$ cat src/rtl/booth_sequencer.sv
// Radix-2 Booth multiplier sequencer: drives the external M-register load strobe,
// iterates add/subtract/shift on A/Q/Q-1 and presents the signed product with Start/Done.
module booth_sequencer #(
  parameter int N = 4
) (
  input  logic           clk,
  input  logic           Reset,
  input  logic           Start,
  input  logic [N-1:0]   Q_in,
  input  logic [N-1:0]   salidaM,
  output logic           CargaM,
  output logic           ResetM,
  output logic           Busy,
  output logic           Done,
  output logic [2*N-1:0] Producto
);

  // state | meaning
  // IDLE  | waiting for Start
  // LOAD  | strobe CargaM, capture Q_in, clear A/Q-1, arm counter
  // ITER  | one Booth step per cycle, N cycles
  // DONE  | one-cycle Done pulse, Producto valid

  typedef enum logic [1:0] {IDLE, LOAD, ITER, DONE} state_t;

  localparam int CW = $clog2(N + 1);

  state_t         state, state_next;
  logic [N:0]     a_reg, a_sum, a_next, mx;
  logic [N-1:0]   q_reg, q_next;
  logic           q_m1, q_m1_next;
  logic [CW-1:0]  count;

  assign ResetM = Reset;

  always_ff @(posedge clk or posedge Reset) begin
    if (Reset) state <= IDLE;
    else       state <= state_next;
  end

  always_comb begin
    state_next = state;
    CargaM     = 1'b0;
    Busy       = 1'b0;
    Done       = 1'b0;
    case (state)
      IDLE: if (Start) state_next = LOAD;
      LOAD: begin
        CargaM     = 1'b1;
        Busy       = 1'b1;
        state_next = ITER;
      end
      ITER: begin
        Busy = 1'b1;
        if (count == CW'(1)) state_next = DONE;
      end
      DONE: begin
        Done       = 1'b1;
        state_next = IDLE;
      end
      default: state_next = IDLE;
    endcase
  end

  // A is one bit wider than the operand so A - (-2^(N-1)) cannot overflow.
  always_comb begin
    mx = {salidaM[N-1], salidaM};
    case ({q_reg[0], q_m1})
      2'b01:   a_sum = a_reg + mx;
      2'b10:   a_sum = a_reg - mx;
      default: a_sum = a_reg;
    endcase
    {a_next, q_next, q_m1_next} = {a_sum[N], a_sum, q_reg};
  end

  always_ff @(posedge clk or posedge Reset) begin
    if (Reset) begin
      a_reg    <= '0;
      q_reg    <= '0;
      q_m1     <= 1'b0;
      count    <= '0;
      Producto <= '0;
    end else begin
      case (state)
        LOAD: begin
          a_reg <= '0;
          q_reg <= Q_in;
          q_m1  <= 1'b0;
          count <= CW'(N);
        end
        ITER: begin
          a_reg <= a_next;
          q_reg <= q_next;
          q_m1  <= q_m1_next;
          count <= count - CW'(1);
          if (count == CW'(1)) Producto <= {a_next[N-1:0], q_next};
        end
        default: ;
      endcase
    end
  end

endmodule
$ cat config.mk
export PLATFORM = sky130hd
export DESIGN_NAME = booth_sequencer
export DESIGN_NICKNAME = d
export VERILOG_FILES = /design/src/rtl/booth_sequencer.sv
export SDC_FILE = /design/constraint.sdc
export NUM_CORES = 1
export LEC_CHECK = 0
export ABC_AREA = 1
export BUFFER_PORTS_ARGS = -buffer_cell sky130_fd_sc_hd__buf_2
export CORE_MARGIN = 4
export CORE_UTILIZATION = 36
export CTS_BUF_LIST = sky130_fd_sc_hd__clkbuf_4 sky130_fd_sc_hd__clkbuf_8
export DETAILED_ROUTE_END_ITERATION = 10
export HOLD_SLACK_MARGIN = 0.15
export PLACE_DENSITY = 0.56
export SETUP_SLACK_MARGIN = 0.05
export SLEW_MARGIN = 10
export SYNTH_ARGS = -nofsm -noshare
export SYNTH_HDL_FRONTEND = slang
export SYNTH_SLANG_ARGS = --single-unit
export TNS_END_PERCENT = 30
$ cat constraint.sdc
create_clock -name clk -period 2 [get_ports clk]
set_input_delay 0.4 -clock clk [delete_from_list [all_inputs] [get_ports clk]]
set_output_delay 0.4 -clock clk [all_outputs]
set_load 0.005 [all_outputs]
# Word level (Yosys, flattened, before mapping)
# Index checks and enable logic that the tools add are counted.
word_totals:
  input_bits: 11
  word_cells: 33
  ff_bits: 23
  memories: 0
  latchBits: 0
  mem_bits_rw: 0
  romBits: 0
  output_inout_bits: 12
op_classes:
  bitwise: 0
  div: 0
  reduce_logical: 5
  eq_ne: 8
  shifts: 0
  mul: 0
  add_sub_neg: 3
  order_cmp: 0
  mux: 11
ops:
  columns: ["op", "n"]
  rows:
  - ["$pmux 5 s2", 2]
  - ["$pmux 2 s4", 1]
  - ["$pmux 4 s2", 1]
  - ["$eq 2x2->1 const B", 3]
  - ["$pmux 3 s2", 1]
  - ["$add 5x5->5", 1]
  - ["$sub 5x5->5", 1]
  - ["$eq 2x1->1 const B", 2]
  - ["$mux 2", 2]
  - ["$ne 2x2->1 const B", 2]
  - ["$reduce_and 2->1", 2]
  - ["$eq 3x1->1 const B", 1]
  - ["$mux 1", 3]
  - ["$sub 3x1->3 const B", 1]
  - ["$logic_not 2->1", 1]
  - ["$pmux 1 s2", 1]
  - ["$reduce_bool 2->1", 1]
  - ["$reduce_or 2->1", 1]

# Depth between registers and ports, before layout
logic_depth:
  depth_word: 3
  ltp_mapped: 15
  depth_no_buf: 15

# Worst setup path before layout
# OpenSTA, ideal clock, no wires.
synth_path:
  kind: "input to register"
  from: "input salidaM[0]"
  to: "register Producto[7]"
  required_ns: 1.884
  n_path_buf: 0
  path_slack_ns: 0.068
  arrival_time_ns: 1.815
  path_stages: 13
  setup_ns: 0.116
  path_cell_list: "inv_1 > ha_1 > inv_1 > o21ai_0 > fa_1 > nor2_1 > nor2_2 > nand2_1 > nand3_1 > nand2_1 > nand2_1 > nand2_1 > nand2_1"
synth_between:
  elab_chain_len: 2
  word_cells_on_any_way: 3
  cone_classes: "add/sub: 2; mux: 1"
synth_lines:
  columns: ["element", "line_no", "text"]
  rows:
  - ["start, declared", "10", "input logic [N-1:0] salidaM,"]
  - ["$sub 5x5->5 or $add 5x5->5 (tied branches)", "70, 69", null]
  - ["$pmux 5 s2 (*)", "68", "case ({q_reg[0], q_m1})"]
  - ["end signal, assigned", "96", "if (count == CW'(1)) Producto <= {a_next[N-1:0], q_next};"]
  - ["end, declared", "15", "output logic [2*N-1:0] Producto"]
# Mark *: on every way between the ends. The rest lies on a longest branch, timed or not.
# A chain may end at the register's enable or synchronous reset.

# Worst setup path in the final report
layout_path:
  from: "register q_reg[0]"
  to: "register Producto[6]"
layout_between:
  elab_chain_len: 2
  word_cells_on_any_way: 3
  cone_classes: "eq/ne: 2; mux: 1"
layout_lines:
  columns: ["element", "line_no", "text"]
  rows:
  - ["start, declared", "30", "logic [N-1:0] q_reg, q_next;"]
  - ["start signal, assigned", "87", "q_reg <= Q_in;"]
  - ["start signal, assigned", "93", "q_reg <= q_next;"]
  - ["$eq 2x2->1 or $eq 2x1->1 (tied branches)", "68", null]
  - ["$pmux 5 s2 (*)", "68", null]
# Marks and branches as above.

==> impl_metrics.toml <==
[worst_setup_path]
reg_to_reg_critical_path_startpoint = "q_reg[0]"
crit_fanout = 5
critPathRequiredTime_ps = 2200
crit-reg2reg-capture = "Producto[6]"
worst-endpoint-arrival_ps = 2070
critical_path.startpoint_type = "flip-flop"
path_class = "reg -> reg"
reg2reg_slack_ps = 130
reg2reg_depth = 9
worstSetupEndpointType = "flip-flop"

[cells_and_area]
drive_gt1_frac = 0.2670
antennaDiodeCount = 0
syn_to_final_growth_pct = 25.53
finish.net_count = 216
final.fill_count = 345
largest_reg_flops = 8

[pwr]
max-vdd-ir-drop_mv = 0.8676
power_frac_comb = 0.602
internal_power_uw = 1423
power_switching_uw = 1044
power.density_cell_area_mw_per_mm2 = 1525
power_frac_clock = 0.096
power_switching_share = 0.4232
share_seq_of_total_power = 0.302
power_leakage_uw = 0.0008531

[synth]
synth.yosys.seq_area_share = 0.4272
ys_types = 25
syn-num-nets = 181
synth_area_mm2 = 0.001289
syn-instance-count = 157
yosys_register_bits = 22
synth_warnings = 0
avgSynthCellArea_um2 = 8.209

[timing]
post_route_setup_tns_ps = 0
worst_pin_slew_ps = 517.1
rsz0062_at_grt = "yes"
slew_violations = 0
finClkSkew_ps = 2.706
max_freq_mhz = 536.0
max-slew-margin-rel = 0.6543
setup_viol = 0
hold_viol = 0
post_route_hold_slack_ps = 304.4
min_period_over_period = 0.9328
post-route-min-period_ps = 1866

[detailed_routing]
postRouteAntennaNets = 0
drt_first_pass_iters = 4
routed_via_density = 4.582
post_drt_wl_per_cell_um = 10.91
postRouteWirelength_um = 2586
drt_iter0_markers = 26
drc_errors = 0
vias = 1086

[clock_network]
clockRootBuffer = "clkbuf_4"
tritoncts_num_sinks = 22
clk_latency_ps = 300
tritoncts = "done"
tritoncts.num_buffers = 3
cts_max_level = 1
max-clock-path-buffers = 2
clk_pin_slew_worst_paths_ps = 110

[placement]
post-dp-hpwl_um = 2028
port_buffers = 22
gp_congestion = 0.8284

[grt]
globalRouteOverflowTotal = 0
pin_count_of_the_biggest_net_entering_global_routing = 23
grt.busiest_layer = "met2"
globalRouteMet2Util = 0.2151
first_pass_grt_wire_length_um = 4333
gr-usage-met1 = 0.1542
grt_antenna_before_repair = 0
track_usage = 0.1237
first_global_vias = 1049
grtUsageMet3 = 0.03941

[run_status]
run_status = "finished, final reports clean"

[flow_run]
max_cap_violations = 0

[die]
die_w_um = 67.83
core_mm2 = 0.003390
io_pins = 23
die_area_mm2 = 0.004601
num_rows = 21
floorplan.initialDensity = 0.3802
dieHeight_um = 67.83

[min_path]
worst_hold_path.num_cells = 3
hold_class = "in -> reg"
hold_start = "Q_in[1]"
timing.hold.worst_endpoint = "q_reg[1]"
cells in the final DEF (no fill, tap or decap), drive strengths merged:
cell         netlist  final
ha                12     12
dfrtp             22     22
clkbuf             1      4
buf                2     32
dlygate4sd3        0      1
nor2               7      7
a31oi              2      2
xnor2              2      2
nand3              7      7
a22oi              1      1
nand4              1      1
nand2             46     46
mux2i              1      1
clkinv             1      1
a21oi              4      4
fa                 1      1
inv               26     26
nand3b             2      2
o22ai              3      3
o221ai             4      4
o21ai             12     12
synthesized netlist by cell type:
| library cell | n | area [µm²] |
|---|---|---|
| nand2_2 | 1 | 6.260 |
| nand4_1 | 1 | 6.260 |
| nor2_1 | 5 | 18.77 |
| a21oi_2 | 1 | 8.760 |
| o221ai_1 | 4 | 35.03 |
| xnor2_1 | 2 | 17.52 |
| clkbuf_1 | 1 | 3.750 |
| nand3b_1 | 2 | 15.01 |
| fa_1 | 1 | 20.02 |
| o21ai_1 | 9 | 45.04 |
| buf_4 | 2 | 15.01 |
| clkinv_1 | 1 | 3.750 |
| inv_1 | 24 | 90.09 |
| dfrtp_1 | 22 | 550.5 |
| o22ai_1 | 3 | 18.77 |
| a21oi_1 | 3 | 15.01 |
| o21ai_0 | 3 | 15.01 |
| nand2_1 | 45 | 168.9 |
| nand3_1 | 7 | 35.03 |
| a31oi_1 | 2 | 12.51 |
| mux2i_1 | 1 | 10.01 |
| nor2_2 | 2 | 12.51 |
| inv_2 | 2 | 7.510 |
| ha_1 | 12 | 150.1 |
| a22oi_1 | 1 | 7.510 |
per-stage QoR:
step,utilization,setup WS [ps],total power [µW],instance area [µm²],std cells
floorplan,-,68.42,1655,1289,157
global placement,0.4441,-112.7,2073,1505,231
detailed placement,0.4441,-159.7,2108,1505,231
CTS,0.4633,59.53,2397,1570,236
global route,0.4773,-0.3222,2736,1618,237
finish,0.4773,134.3,2467,1618,237
metal layers:
metal | vias to the layer above | wire length [µm]
met5 | - | 0
met4 | 0 | 0
met3 | 0 | 125
met2 | 14 | 1290
met1 | 499 | 1170
li1 | 573 | -
power by group through the flow:
stage                     Clock [µW]  Combinational (µW)  Sequential [µW]
final                            237                1490              744
after detailed placement           0                1360              748
after floorplan                    0                 915              740
after global routing             269                1700              766
after global placement             0                1340              736
after CTS                        248                1410              743
how the worst max path moves through the flow:
stage | end | start | slack, ps | depth (start not counted)
after floorplan | Producto[7] | salidaM[0] | 70 | 13
after global placement | Producto[7] | salidaM[0] | -110 | 14
after detailed placement | a_reg[3] | salidaM[0] | -160 | 14
after CTS | a_reg[2] | q_reg[0] | 60 | 9
after global routing | Producto[7] | q_reg[0] | -0.3 | 13
final | Producto[6] | q_reg[0] | 130 | 9
timing repair:
action	4_1_cts	5_1_grt
pin swaps	1	4
endpoints found under the setup margin	4	4
buffers inserted	0	1
hold buffers	1	0
resized for setup	5	8
gates cloned	0	0
endpoints found under the hold margin	22	0
logic make-up after synthesis:
| group | share of synthesized area |
|---|---|
| XOR/XNOR | 0.01359 |
| AO/OA/AOI/OAI | 0.1223 |
| buffers and inverters | 0.09320 |
| multiplexers | 0.007767 |
| flip-flops | 0.4272 |
| adder cells (fa/ha/maj) | 0.1320 |
| AND/OR/NAND/NOR | 0.2039 |
worst max-delay path: stages, from the launching register on:
cell	delay, ps
dfrtp_1	430
ha_4	190
buf_4	140
a22oi_2	210
ha_4	250
a21oi_2	140
a21oi_1	80
nand3b_1	190
nand3_1	90
nand2_1	50
layout make-up:
class | instances | area [µm²] | share of cell area
clock buffers | 4 | 36.28 | 0.02243
inverters | 27 | 101.3 | 0.06264
multi-input cells | 105 | 676.9 | 0.4184
flip-flops and latches | 22 | 550.5 | 0.3403
well taps | 46 | 57.56 | 0.03558
repair buffers | 33 | 195.2 | 0.1206
Note: power is estimated with default switching activity, not from simulation.
